**src/rtl/bin2bcd_7seg.sv**
```systemverilog
// 16-bit binary to packed BCD converter (sequential double-dabble, 1 bit/clk) feeding the 7-seg data register.
// Build option: define BCD_SAT_EN to clamp results above 9999 to all-nines instead of wrapping mod 10^N_DIG.
module bin2bcd_7seg #(
  parameter int BIN_W = 16,
  parameter int N_DIG = 4
) (
  input  logic               clk_i,
  input  logic               rst_i,
  input  logic               we_i,
  input  logic [BIN_W-1:0]   d_i,
  output logic [4*N_DIG-1:0] bcd_o,
  output logic               we_7seg_o,
  output logic               busy_o,
  output logic               ovf_o
);

  localparam int SCR_W = 4 * (N_DIG + 1);
  localparam int CNT_W = $clog2(BIN_W);
  localparam logic [CNT_W-1:0] CNT_LAST = CNT_W'(BIN_W - 1);

  localparam logic [1:0] ST_IDLE  = 2'd0;
  localparam logic [1:0] ST_SHIFT = 2'd1;
  localparam logic [1:0] ST_DONE  = 2'd2;

  logic [1:0]         state_reg;
  logic [BIN_W-1:0]   shreg_reg;
  logic [SCR_W-1:0]   scratch_reg;
  logic [CNT_W-1:0]   cnt_reg;
  logic [4*N_DIG-1:0] bcd_reg;
  logic               we_7seg_reg;
  logic               busy_reg;
  logic               ovf_reg;

  logic [SCR_W-1:0]   scratch_adj;
  logic [SCR_W-1:0]   scratch_next;
  logic [BIN_W-1:0]   shreg_next;
  logic [4*N_DIG-1:0] bcd_next;
  logic               ovf_next;

  // Add-3 correction on every digit in parallel; a digit is at most 9 here so no carry leaves it.
  genvar gi;
  generate
    for (gi = 0; gi < N_DIG + 1; gi++) begin : g_dig
      assign scratch_adj[4*gi +: 4] = (scratch_reg[4*gi +: 4] >= 4'd5)
                                      ? scratch_reg[4*gi +: 4] + 4'd3
                                      : scratch_reg[4*gi +: 4];
    end
  endgenerate

  assign {scratch_next, shreg_next} = {scratch_adj, shreg_reg} << 1;

  // The extra top digit only exists to detect values that do not fit in N_DIG digits.
  assign ovf_next = |scratch_reg[SCR_W-1 -: 4];

`ifdef BCD_SAT_EN
  assign bcd_next = ovf_next ? {N_DIG{4'h9}} : scratch_reg[4*N_DIG-1:0];
`else
  assign bcd_next = scratch_reg[4*N_DIG-1:0];
`endif

  always_ff @(posedge clk_i or posedge rst_i) begin
    if (rst_i) begin
      state_reg   <= ST_IDLE;
      shreg_reg   <= '0;
      scratch_reg <= '0;
      cnt_reg     <= '0;
      bcd_reg     <= '0;
      we_7seg_reg <= 1'b0;
      busy_reg    <= 1'b0;
      ovf_reg     <= 1'b0;
    end else begin
      we_7seg_reg <= 1'b0;
      case (state_reg)
        ST_IDLE: begin
          if (we_i) begin
            shreg_reg   <= d_i;
            scratch_reg <= '0;
            cnt_reg     <= '0;
            busy_reg    <= 1'b1;
            state_reg   <= ST_SHIFT;
          end
        end
        ST_SHIFT: begin
          scratch_reg <= scratch_next;
          shreg_reg   <= shreg_next;
          cnt_reg     <= cnt_reg + 1'b1;
          if (cnt_reg == CNT_LAST) begin
            state_reg <= ST_DONE;
          end
        end
        ST_DONE: begin
          bcd_reg     <= bcd_next;
          ovf_reg     <= ovf_next;
          we_7seg_reg <= 1'b1;
          busy_reg    <= 1'b0;
          state_reg   <= ST_IDLE;
        end
        default: begin
          state_reg <= ST_IDLE;
        end
      endcase
    end
  end

  assign bcd_o     = bcd_reg;
  assign we_7seg_o = we_7seg_reg;
  assign busy_o    = busy_reg;
  assign ovf_o     = ovf_reg;

endmodule

```
**config.mk**
```make
export PLATFORM = sky130hd
export DESIGN_NAME = bin2bcd_7seg
export DESIGN_NICKNAME = d
export VERILOG_FILES = /design/src/rtl/bin2bcd_7seg.sv
export SDC_FILE = /design/constraint.sdc
export NUM_CORES = 1
export LEC_CHECK = 0
export CAP_MARGIN = 10
export CORE_MARGIN = 1.5
export CORE_UTILIZATION = 30
export CTS_CLUSTER_SIZE = 25
export DETAILED_ROUTE_END_ITERATION = 7
export MAX_ROUTING_LAYER = met4
export PLACE_DENSITY = 0.52
export RECOVER_POWER = 25
export SLEW_MARGIN = 20
export SYNTH_ARGS = -nofsm -noshare
export SYNTH_HDL_FRONTEND = slang
export SYNTH_SLANG_ARGS = --single-unit
export TNS_END_PERCENT = 1
```
**constraint.sdc**
```tcl
create_clock -name clk_i -period 2.7 [get_ports clk_i]
set_input_delay 0.54 -clock clk_i [delete_from_list [all_inputs] [get_ports clk_i]]
set_output_delay 0.54 -clock clk_i [all_outputs]
set_load 0.02 [all_outputs]
```
# Word level (Yosys, flattened, before mapping)
# Cells that the tools add are included.
word_totals:
  regBits: 61
  inputBits: 19
  out_inout_bits: 19
  elab_cells: 48
op_classes:
  addsub: 6
  order_cmp: 5
  n_eq_ne: 5
  mux: 17
  reduce_logical: 7
op_table:
  columns: ["operator", "count"]
  rows:
  - ["$pmux 20 s2", 1]
  - ["$pmux 16 s2", 1]
  - ["$ge 4x3->1 const B", 5]
  - ["$mux 20", 1]
  - ["$mux 4", 5]
  - ["$add 4x2->4 const B", 4]
  - ["$mux 16", 1]
  - ["$pmux 4 s2", 1]
  - ["$reduce_and 2->1", 3]
  - ["$add 4x1->4 const B", 1]
  - ["$eq 4x4->1 const B", 1]
  - ["$mux 2", 2]
  - ["$ne 2x2->1 const B", 2]
  - ["$pmux 2 s2", 1]
  - ["$reduce_bool 2->1", 2]
  - ["$reduce_or 4->1", 1]
  - ["$add 3x2->3 const B", 1]
  - ["$mux 3", 1]
  - ["$eq 2x1->1 const B", 1]
  - ["$eq 2x2->1 const B", 1]
  - ["$logic_not 2->1", 1]
  - ["$mux 1", 2]
  - ["$pmux 1 s2", 1]

# Logic depth before layout (Yosys ltp)
# Gate-level depths: netlist of run 1.
logic_depth:
  depth_word: 3
  depth_mapped: 7

# Least setup slack after synthesis of run 1
# No wires, ideal clock.
synth_path:
  path_kind: "input to register"
  from: "in we_i"
  to: "reg shreg_reg[10]"
  arrival_ns: 1.288
  required_ns: 2.566
  path_slack_ns: 1.278
  cell_stages: 7
  path_cell_list: "buf_4 nor2_2 or2_1 buf_2 buf_6 nand2_1 o21ai_0"
synth_via:
  elab_chain_cells: 2
synth_lines:
  columns: ["item", "line", "source"]
  rows:
  - ["start, declared", "9", "input logic we_i,"]
  - ["$ne 2x2->1 (no source line)", null, null]
  - ["$reduce_and 2->1 (no source line)", null, null]
  - ["end signal, assigned", "76", "shreg_reg <= d_i;"]
  - ["end signal, assigned", "85", "shreg_reg <= shreg_next;"]
  - ["end, declared", "26", "logic [BIN_W-1:0] shreg_reg;"]
# Every way passes these cells.
# A chain may end at the register's enable or synchronous reset.

==> metrics.md, run 1 <==
| Metric | Value |
|---|---|
| Synth area leaders | dfrtp_1, mux2_2, ha_1, o21ai_0, a21oi_1 |
| EDFF count, synth | 0 |
| Compound-cell area share of the yosys netlist | 18.58% |
| Register area | 1526 sq um |
| Hold Buf Count CTS | 0 |
| RSZ-0062 raised after global routing | false |
| Flip-flop count of the largest register after layout | 20 |
| Post-route ant nets | 0 |
| Number of nets in the layout | 339 |
| CTS clk-pin slew, worst paths | 0.07 ns |
| Antenna violations before repair | 0 |
| Post-CTS sizing | 0 |
| Startpoint types | input port |
| Post-synthesis mux area share | 6.194% |
| NetSw | 1.475 mW |
| Synth Area in XOR/XNOR | 2.409% |
| Post-DP HPWL | 3754 microns |
| Drt total wl | 5996 microns |
| Final setup viols | 0 |
| Pwr dens | 1084 nW/um^2 |
| Critical path peak fanout | 61 |
| DP Cell Count | 426 |
| Yosys warnings | 0 |
| Final min period | 1.935 ns |
| Max Cap Violations | 1 |
| CTS root buf | clkbuf_8 |
| Starting Density | 31.19% |
| Die area | 10300 sq um |
| Required time of the critical path | 2.88 ns |
| Bufs on Longest Clock Path | 2 |
| Total GRT Usage | 13.46% |
| Yosys top cell by area | dfrtp_1 |
| Post-synthesis sequential area ratio | 52.47% |
| Clock power share | 20.7% |
| Final Cycle Share | 71.66% |
| Setup_tns | 0 ns |
| Postcts setup bufs | 0 |
| Most used DFF post-synth | dfrtp_1 |
| Remaining DRCs | 0 |
| Synth Area in Adders | 5.161% |
| Clk_lat worst skew | 0.34 ns |
| Pint | 2.427 mW |
| Synth cell types | 33 |
| Core area | 9328 sq um |
| First-pass GRT wire length | 10570 microns |
| Mean Syn Cell Area | 10.85 sq um |
| 1st-iter DRT viols | 111 |
| Worst Tran Pin Value | 1.528 ns |
| Clk sink count | 61 |
| Area of the multi-input gates | 1245 sq um |
| Ys async rst share | 100.0% |
| GR Overflow Total | 0 |
| Net Sw Frac | 37.81% |
| I/O Pins | 38 |
| Most common cell after layout, fill and taps aside | dfrtp_1 |
| H-tree depth | 3 |
| Worst EP arrival | 2.11 ns |
| Main combinational cell family by area after synthesis | compound AO/OA/AOI/OAI gates |
| Most frequent cells in the layout | dfrtp_1, clkdlybuf4s50_1, o21ai_0 |
| Hold Path Class | reg2reg |
| Final slew viol count | 62 |
| Highest clock rate | 516.8 MHz |
| Final Non-Filler Cells | 442 |
| Most Used Layer, Global Route | met2 |
| Die width | 101.5 microns |
| Sequential share of power | 40.0% |
| Post-synthesis simple-gate area fraction | 10.37% |
| Critical path capture point type | async pin |
| Synth top area share | 52.47% |
| CTS tree | yes |
| Outcome | finished, violations left |
| Final hold violation count | 0 |
| Failing checks | max-capacitance violations, max-slew violations |
| Port Buffers | 37 |
| Placer Congestion | 0.7687 |
| Synthesized flop and latch total | 61 |
| Pin count of the biggest net entering global routing | 62 |
| Peak supply drop | 0.0004558 V |
| GR met2 Demand/Resource | 20.24% |
| Met3 Usage GRT | 4.762% |
| CTS Buf Count | 9 |
| Skew final | 0.009311 ns |
| Die Y | 101.5 microns |
| Cell Area, Synth | 2909 sq um |
| Crit Path Class | in2async |
| Met1 Usage GRT | 17.54% |
| Leakage | 1.537 nW |
| Logic pwr share | 39.3% |
| Share of cells above drive strength 1 | 14.06% |
| Slew HR | -1.886% |
| Via/cell ratio | 4.828 |
| N_diodes | 0 |
| Syn-to-layout area delta | 23.74% |
| Syn Inst Count | 268 |
| FP Rows | 35 |
| Net count after synthesis | 299 |
| Drt pass-1 iters | 4 |
| Per-cell routed wire length | 13.57 microns |
| Via count | 2134 |
| Fillers | 940 |
| Vias in the first global route | 2182 |
==> layout make-up <==
cell class	count	area share (%)
Sequential cell	61	42.41
Multi-Input combinational cell	179	34.58
Timing Repair Buffer	45	11.89
Tap cell	129	4.484
Clock buffer	11	3.928
Clock inverter	5	1.390
Inverter	12	1.321
==> synthesized netlist by cell type, types with 2 or more instances <==
master	count
and2_1	7
a31oi_1	8
buf_2	5
o21ai_0	24
dfrtp_1	61
o311ai_0	5
a21oi_1	17
o31ai_1	5
o32ai_1	3
xor2_1	3
clkbuf_1	5
a32o_1	5
buf_4	5
nand3_1	6
o22ai_1	6
xnor2_1	5
nor2b_1	11
inv_1	11
mux2_2	16
nand2_1	18
nand2b_1	6
nor2_2	2
ha_1	12
nor2_1	6
a22oi_1	8
==> per-stage QoR <==
stage / total power, mW / setup slack [ns] / hold slack, ns / cell area, sq um / utilization [%]
after detailed placement: 3.130 / 0.6493 / 0.4667 / 3423 / 36.70
after global placement: 3.098 / 0.6255 / 0.4570 / 3423 / 36.70
final: 3.902 / 0.7651 / 0.4801 / 3600 / 38.59
after floorplan: 2.644 / 0.6470 / 0.4414 / 2909 / -
after global routing: 4.236 / 0.4057 / 0.5158 / 3600 / 38.59
after CTS: 3.958 / 0.7895 / 0.4838 / 3615 / 38.75
==> metal layers <==
| metal | up-vias | routed length (microns) | share of wire, % |
|---|---|---|---|
| met5 | - | 0 | 0 |
| met4 | 0 | 36 | 0.60 |
| met3 | 4 | 287 | 4.8 |
| li1 | 1042 | - | - |
| met1 | 1031 | 2994 | 50 |
| met2 | 57 | 2678 | 45 |
==> worst max-delay path, stage by stage <==
cell and delay [ns]:
clkdlybuf4s50_1 0.40, clkinv_1 0.04, clkbuf_2 1.10
==> power by group through the flow <==
| stage | clock (mW) | sequential (mW) | combinational (mW) |
|---|---|---|---|
| global placement | 0 | 1.57 | 1.52 |
| floorplan | 0 | 1.57 | 1.08 |
| detailed placement | 0 | 1.57 | 1.56 |
| global route | 0.873 | 1.61 | 1.75 |
| finish | 0.809 | 1.56 | 1.53 |
| CTS | 0.834 | 1.56 | 1.56 |
==> logic make-up after synthesis <==
family / count (synthesis)
multiplexers: 16
flip-flops: 61
buffers and inverters: 28
AND/OR/NAND/NOR: 59
AO/OA/AOI/OAI: 84
adder cells (fa/ha/maj): 12
XOR/XNOR: 8
==> worst paths after layout <==
check	from	endpoint	slack (ns)	depth (start not counted)
setup / recovery	rst_i	scratch_reg[1]$_DFFE_PP0P_	0.77	3
hold / removal	shreg_reg[11]$_DFFE_PP0P_	shreg_reg[11]$_DFFE_PP0P_	0.48	2
setup reg to reg	state_reg[0]$_DFFE_PP0P_	cnt_reg[1]$_DFFE_PP0P_	0.82	3
hold reg to reg	shreg_reg[11]$_DFFE_PP0P_	shreg_reg[11]$_DFFE_PP0P_	0.48	2
max in group clk_i	state_reg[0]$_DFFE_PP0P_	cnt_reg[1]$_DFFE_PP0P_	0.82	3
min in group asynchronous	rst_i	shreg_reg[11]$_DFFE_PP0P_	1.03	3
Power figures use the tool's default switching activity.
==> run 2: changes to the inputs <==
==> constraint.sdc (replaced) <==
create_clock -name clk_i -period 1.8 [get_ports clk_i]
set_input_delay 0.36 -clock clk_i [delete_from_list [all_inputs] [get_ports clk_i]]
set_output_delay 0.36 -clock clk_i [all_outputs]
set_load 0.02 [all_outputs]
==> metrics.md, run 2 (synthesis results as in run 1) <==
| Metric | Value |
|---|---|
| Port Buffers | 37 (unchanged) |
| Critical path depth | 1 (was 3) |
| Syn-to-layout area delta | 28.69% (was 23.74%) |
| Skew final | 0.008513 ns (was 0.009311 ns) |
| Pin count of the biggest net entering global routing | 62 (unchanged) |
| Total power | 6.233 mW (was 3.902 mW) |
| Core area | 9328 sq um (unchanged) |
| Via/cell ratio | 4.887 (was 4.828) |
| Final min period | 1.682 ns |
| Max Cap Violations | 0 (was 1) |
| Antenna violations before repair | 0 (unchanged) |
| Cells on Worst Hold Path | 2 (unchanged) |
| Bufs on Longest Clock Path | 2 (unchanged) |
| Starting Density | 31.19% (unchanged) |
| Register area | 1526 sq um (unchanged) |
| CTS root buf | clkbuf_8 (unchanged) |
| Worst Tran Pin Value | 0.8571 ns (was 1.528 ns) |
| Critical path capture point type | primary output (was async pin) |
| Peak supply drop | 0.0006261 V (was 0.0004558 V) |
| Final setup viols | 0 (unchanged) |
| Drt pass-1 iters | 4 (unchanged) |
| 1st-iter DRT viols | 113 (was 111) |
| Die area | 10300 sq um (unchanged) |
| Final slew viol count | 0 (was 62) |
| Worst EP arrival | 1.32 ns (was 2.11 ns) |
| Crit Path Class | reg2out (was in2async) |
| WL met1 | 2918 microns (was 2994 microns) |
| Flip-flop count of the largest register after layout | 20 (unchanged) |
| Post-route ant nets | 0 (unchanged) |
| Postcts setup bufs | 0 (unchanged) |
| Highest clock rate | 594.4 MHz |
| Slew HR | 42.86% (was -1.886%) |
| Setup_tns | 0 ns (unchanged) |
| Hold Path Class | reg2reg (unchanged) |
| Leakage | 1.607 nW (was 1.537 nW) |
| H-tree depth | 3 (unchanged) |
| N_diodes | 0 (unchanged) |
| Number of nets in the layout | 347 (was 339) |
| Clk sink count | 61 (unchanged) |
| Most frequent cells in the layout | dfrtp_1, clkdlybuf4s50_1, o21ai_0 (unchanged) |
| Max layer used | met4 (unchanged) |
| Crit-path cells | clkdlybuf4s50_1 (was clkdlybuf4s50_1 -> clkinv_1 -> clkbuf_2) |
| Required time of the critical path | 1.44 ns (was 2.88 ns) |
| Per-cell routed wire length | 13.55 microns (was 13.57 microns) |
| WHS | 0.4681 ns (was 0.4801 ns) |
| Total GRT Usage | 13.52% (was 13.46%) |
| First-pass GRT wire length | 10420 microns (was 10570 microns) |
| Final hold violation count | 0 (unchanged) |
| NetSw | 2.231 mW (was 1.475 mW) |
| Share of cells above drive strength 1 | 16.82% (was 14.06%) |
| RSZ-0062 raised after global routing | false (unchanged) |
| Logic pwr share | 39.3% (about the same) |
| Post-CTS sizing | 0 (unchanged) |
| CTS clk-pin slew, worst paths | 0.07 ns (about the same) |
| Via count | 2199 (was 2134) |
| Drt total wl | 6099 microns (was 5996 microns) |
| Clock power share | 23.5% (was 20.7%) |
| Sequential share of power | 37.2% (was 40.0%) |
| Die Y | 101.5 microns (unchanged) |
| Buf+Inv Stages, Crit Path | 1 (was 3) |
| Die width | 101.5 microns (unchanged) |
| Startpoint types | flip-flop (was input port) |
| CP peak stage delay | 0.61 ns (was 1.10 ns) |
| Crit path max-delay family | buffers and inverters (unchanged) |
| Pint | 4.002 mW (was 2.427 mW) |
| CTS Buf Count | 9 (unchanged) |
| Pwr dens | 1665 nW/um^2 (was 1084 nW/um^2) |
| Hold Buf Count CTS | 0 (unchanged) |
| Worst r2r path cells | 3 (unchanged) |
| Area of the multi-input gates | 1245 sq um (unchanged) |
| Placer Congestion | 0.7841 (was 0.7687) |
| Fillers | 933 (was 940) |
| Critical path peak fanout | 2 (was 61) |
| Crit-path slowest cell | clkdlybuf4s50_1 (was clkbuf_2) |
| Outcome | complete, no violations (was finished, violations left) |
| Routed wl met2 | 2828 microns (was 2678 microns) |
| Remaining DRCs | 0 (unchanged) |
| FP Rows | 35 (unchanged) |
| Final Cycle Share | 93.46% |
| Most common cell after layout, fill and taps aside | dfrtp_1 (unchanged) |
| Post-DP HPWL | 4028 microns (was 3754 microns) |
| GR Overflow Total | 0 (unchanged) |
| Vias in the first global route | 2153 (was 2182) |
| CTS tree | yes (unchanged) |
| Clk_lat worst skew | 0.34 ns (about the same) |
| R2R setup slack | 0.25 ns (was 0.82 ns) |
| I/O Pins | 38 (unchanged) |
| Net Sw Frac | 35.79% (was 37.81%) |
| WL met3 | 282 microns (was 287 microns) |
==> run 2: cell types whose count changed in the layout (fill, tap and decap cells not counted), moves of 2 or more <==
cell / before / now
buf_4: 7 / 13
clkinv_2: 4 / 1
clkbuf_8: 10 / 13
buf_12: 0 / 2
==> run 2: routing by layer <==
layer / vias up / track usage, %
met5: - / -
met4: 0 / 3.205
met3: 9 / 5.245
met2: 41 / 21.06
met1: 1088 / 16.58
li1: 1061 / -
==> run 2: worst paths after layout <==
kind,startpoint,endpoint
max in group asynchronous,rst_i,scratch_reg[3]$_DFFE_PP0P_
max,ovf_o$_DFFE_PP0P_,ovf_o
min,shreg_reg[12]$_DFFE_PP0P_,shreg_reg[12]$_DFFE_PP0P_
max reg2reg,state_reg[1]$_DFFE_PP0P_,bcd_o[13]$_DFFE_PP0P_
min reg2reg,shreg_reg[12]$_DFFE_PP0P_,shreg_reg[12]$_DFFE_PP0P_
min in group asynchronous,rst_i,shreg_reg[13]$_DFFE_PP0P_
==> run 2: worst min-delay path: cells and delay by family, from the launching register on <==
kind | cells | cell delay, ns
simple gates | 1 | 0.04
flops | 1 | 0.33
compound gates | 1 | 0.06
==> run 2: layout make-up <==
cell class	count	area share (%)
Tap cell	129	4.312
Clock inverter	3	1.738
Multi-Input combinational cell	179	33.26
Timing Repair Buffer	53	13.77
Sequential cell	61	40.78
Clock buffer	13	4.779
Inverter	12	1.370
==> run 2: power by group through the flow <==
| stage | Clock [mW] | Combinational [mW] | Sequential, mW |
|---|---|---|---|
| 4_1_cts | 1.51 | 2.49 | 2.33 |
| 5_1_grt | 1.58 | 2.75 | 2.41 |
| 2_1_floorplan | 0 | 1.61 | 2.35 |
| 6_report | 1.47 | 2.45 | 2.32 |
| 3_5_place_dp | 0 | 2.49 | 2.35 |
| 3_3_place_gp | 0 | 2.44 | 2.35 |
==> run 2: metrics by stage <==
step	cells	instance area, sq um	utilization [%]	worst slack [ns]
3_3_place_gp	434	3512	37.65	0.07113
5_1_grt	450	3744	40.13	0.05345
4_1_cts	450	3756	40.27	0.09363
2_1_floorplan	268	2913	-	0.4712
6_report	450	3744	40.13	0.1178
3_5_place_dp	434	3512	37.65	0.04617
==> run 3: changes to the inputs <==
--- a/config.mk
+++ b/config.mk
@@ -8,6 +8,7 @@
 export CAP_MARGIN = 10
 export CORE_MARGIN = 1.5
 export CORE_UTILIZATION = 30
+export CTS_BUF_LIST = sky130_fd_sc_hd__clkbuf_16
 export CTS_CLUSTER_SIZE = 25
 export DETAILED_ROUTE_END_ITERATION = 7
 export MAX_ROUTING_LAYER = met4
==> metrics.md, run 3 (synthesis results as in run 1) <==
| Metric | Value |
|---|---|
| Bufs on Longest Clock Path | 2 (unchanged) |
| First-pass GRT wire length | 10580 microns (was 10420 microns) |
| Post-DP HPWL | 4028 microns (unchanged) |
| CTS root buf | clkbuf_16 (was clkbuf_8) |
| Placer Congestion | 0.7841 (unchanged) |
| Drt pass-1 iters | 4 (unchanged) |
| Total GRT Usage | 13.75% (was 13.52%) |
| Die Y | 101.5 microns (unchanged) |
| Net Sw Frac | 34.90% (was 35.79%) |
| Skew final | 0.003857 ns (was 0.008513 ns) |
| Startpoint types | flip-flop (unchanged) |
| Most frequent cells in the layout | dfrtp_1, clkdlybuf4s50_1, o21ai_0 (unchanged) |
| Setup_tns | 0 ns (unchanged) |
| Pwr dens | 1721 nW/um^2 (was 1665 nW/um^2) |
| Clock power share | 27.1% (was 23.5%) |
| Flip-flop count of the largest register after layout | 20 (unchanged) |
| Per-cell routed wire length | 13.62 microns (was 13.55 microns) |
| Worst Slack Setup Final | 0.1350 ns (was 0.1178 ns) |
| Final min period | 1.665 ns (was 1.682 ns) |
| N_diodes | 0 (unchanged) |
| Final Non-Filler Cells | 450 (unchanged) |
| I/O Pins | 38 (unchanged) |
| H-tree depth | 3 (unchanged) |
| Total power | 6.550 mW (was 6.233 mW) |
| Fillers | 926 (was 933) |
| Die width | 101.5 microns (unchanged) |
| R2R setup slack | 0.26 ns (was 0.25 ns) |
| Post-CTS sizing | 0 (unchanged) |
| Vias in the first global route | 2175 (was 2153) |
| Postcts setup bufs | 0 (unchanged) |
| Via/cell ratio | 4.873 (was 4.887) |
| Pin count of the biggest net entering global routing | 62 (unchanged) |
| Hold Path Class | reg2reg (unchanged) |
| GR Overflow Total | 0 (unchanged) |
| Sequential share of power | 35.5% (was 37.2%) |
| Highest clock rate | 600.6 MHz (was 594.4 MHz) |
| Via count | 2193 (was 2199) |
| Setup WS pre-CTS | 0.04617 ns (unchanged) |
| Clk_lat worst skew | 0.33 ns (was 0.34 ns) |
| Worst EP arrival | 1.31 ns (was 1.32 ns) |
| NetSw | 2.286 mW (was 2.231 mW) |
| CP peak stage delay | 0.61 ns (about the same) |
| Slew HR | 43.20% (was 42.86%) |
| Syn-to-layout area delta | 30.80% (was 28.69%) |
| Outcome | complete, no violations (unchanged) |
| Required time of the critical path | 1.44 ns (about the same) |
| Starting Density | 31.19% (unchanged) |
| Pint | 4.264 mW (was 4.002 mW) |
| Post-route ant nets | 0 (unchanged) |
| Crit Path Class | reg2out (unchanged) |
| Max Cap Violations | 0 (unchanged) |
| Die area | 10300 sq um (unchanged) |
| Final slew viol count | 0 (unchanged) |
| Remaining DRCs | 0 (unchanged) |
| Worst Tran Pin Value | 0.8520 ns (was 0.8571 ns) |
| Core area | 9328 sq um (unchanged) |
| Logic pwr share | 37.4% (was 39.3%) |
| Antenna violations before repair | 0 (unchanged) |
| Hold Buf Count CTS | 0 (unchanged) |
| CTS clk-pin slew, worst paths | 0.05 ns (was 0.07 ns) |
| Crit-path cells | clkdlybuf4s50_1 (unchanged) |
| Buf+Inv Stages, Crit Path | 1 (unchanged) |
| Crit path max-delay family | buffers and inverters (unchanged) |
| Peak supply drop | 0.0007205 V (was 0.0006261 V) |
| Number of nets in the layout | 347 (unchanged) |
| Final hold violation count | 0 (unchanged) |
| CTS Buf Count | 9 (unchanged) |
| 1st-iter DRT viols | 84 (was 113) |
| Critical path capture point type | primary output (unchanged) |
| Clk sink count | 61 (unchanged) |
| FP Rows | 35 (unchanged) |
| Crit-path slowest cell | clkdlybuf4s50_1 (unchanged) |
| Share of cells above drive strength 1 | 15.58% (was 16.82%) |
| Port Buffers | 37 (unchanged) |
| Final setup viols | 0 (unchanged) |
| Most common cell after layout, fill and taps aside | dfrtp_1 (unchanged) |
| Final Cycle Share | 92.50% (was 93.46%) |
| RSZ-0062 raised after global routing | false (unchanged) |
| CTS tree | yes (unchanged) |
| DP Cell Count | 434 (unchanged) |
| Leakage | 1.631 nW (was 1.607 nW) |
| Drt total wl | 6128 microns (was 6099 microns) |
| Critical path peak fanout | 2 (unchanged) |
-- run 3: changes by cell type in the layout (fill, tap and decap cells not counted), sizes merged --
cell    delta
clkbuf     -4
clkinv     +4
-- run 3: path summary, 6_finish.rpt --
kind / startpoint / end / cells after the start
min reg2reg: shreg_reg[12]$_DFFE_PP0P_ / shreg_reg[12]$_DFFE_PP0P_ / 2
max in group asynchronous: rst_i / scratch_reg[1]$_DFFE_PP0P_ / 3
min: shreg_reg[12]$_DFFE_PP0P_ / shreg_reg[12]$_DFFE_PP0P_ / 2
max reg2reg: state_reg[1]$_DFFE_PP0P_ / bcd_o[13]$_DFFE_PP0P_ / 3
min in group asynchronous: rst_i / shreg_reg[12]$_DFFE_PP0P_ / 3
max: ovf_o$_DFFE_PP0P_ / ovf_o / 1
-- run 3: power groups by stage --
stage	sequential (mW)	combinational [mW]	clock (mW)
global placement	2.35	2.44	0
detailed placement	2.35	2.49	0
CTS	2.33	2.50	1.82
finish	2.33	2.45	1.78
floorplan	2.35	1.61	0
global route	2.42	2.75	1.88
-- run 3: final cells by class --
type	count	area [sq um]	share of cell area, %
inverters	12	51.30	1.348
multi-input cells	179	1245	32.72
repair buffers	53	515.5	13.55
flip-flops and latches	61	1526	40.12
clock inverters	7	80.08	2.105
clock buffers	9	225.2	5.919
well taps	129	161.4	4.242
-- run 3: metrics by stage --
stage                     instance area [sq um]  utilization, %  hold slack (ns)
after global placement                     3512           37.65           0.4574
after CTS                                  3817           40.93           0.4733
after floorplan                            2913               -           0.4414
final                                      3805           40.79           0.4662
after global routing                       3805           40.79           0.4909
after detailed placement                   3512           37.65           0.4613
-- run 3: routing by layer --
metal  share of wire [%]  track usage, %
met5                   0               -
met2                  47           21.32
met3                 4.2           3.796
met4                 1.9           6.090
met1                  47           16.75
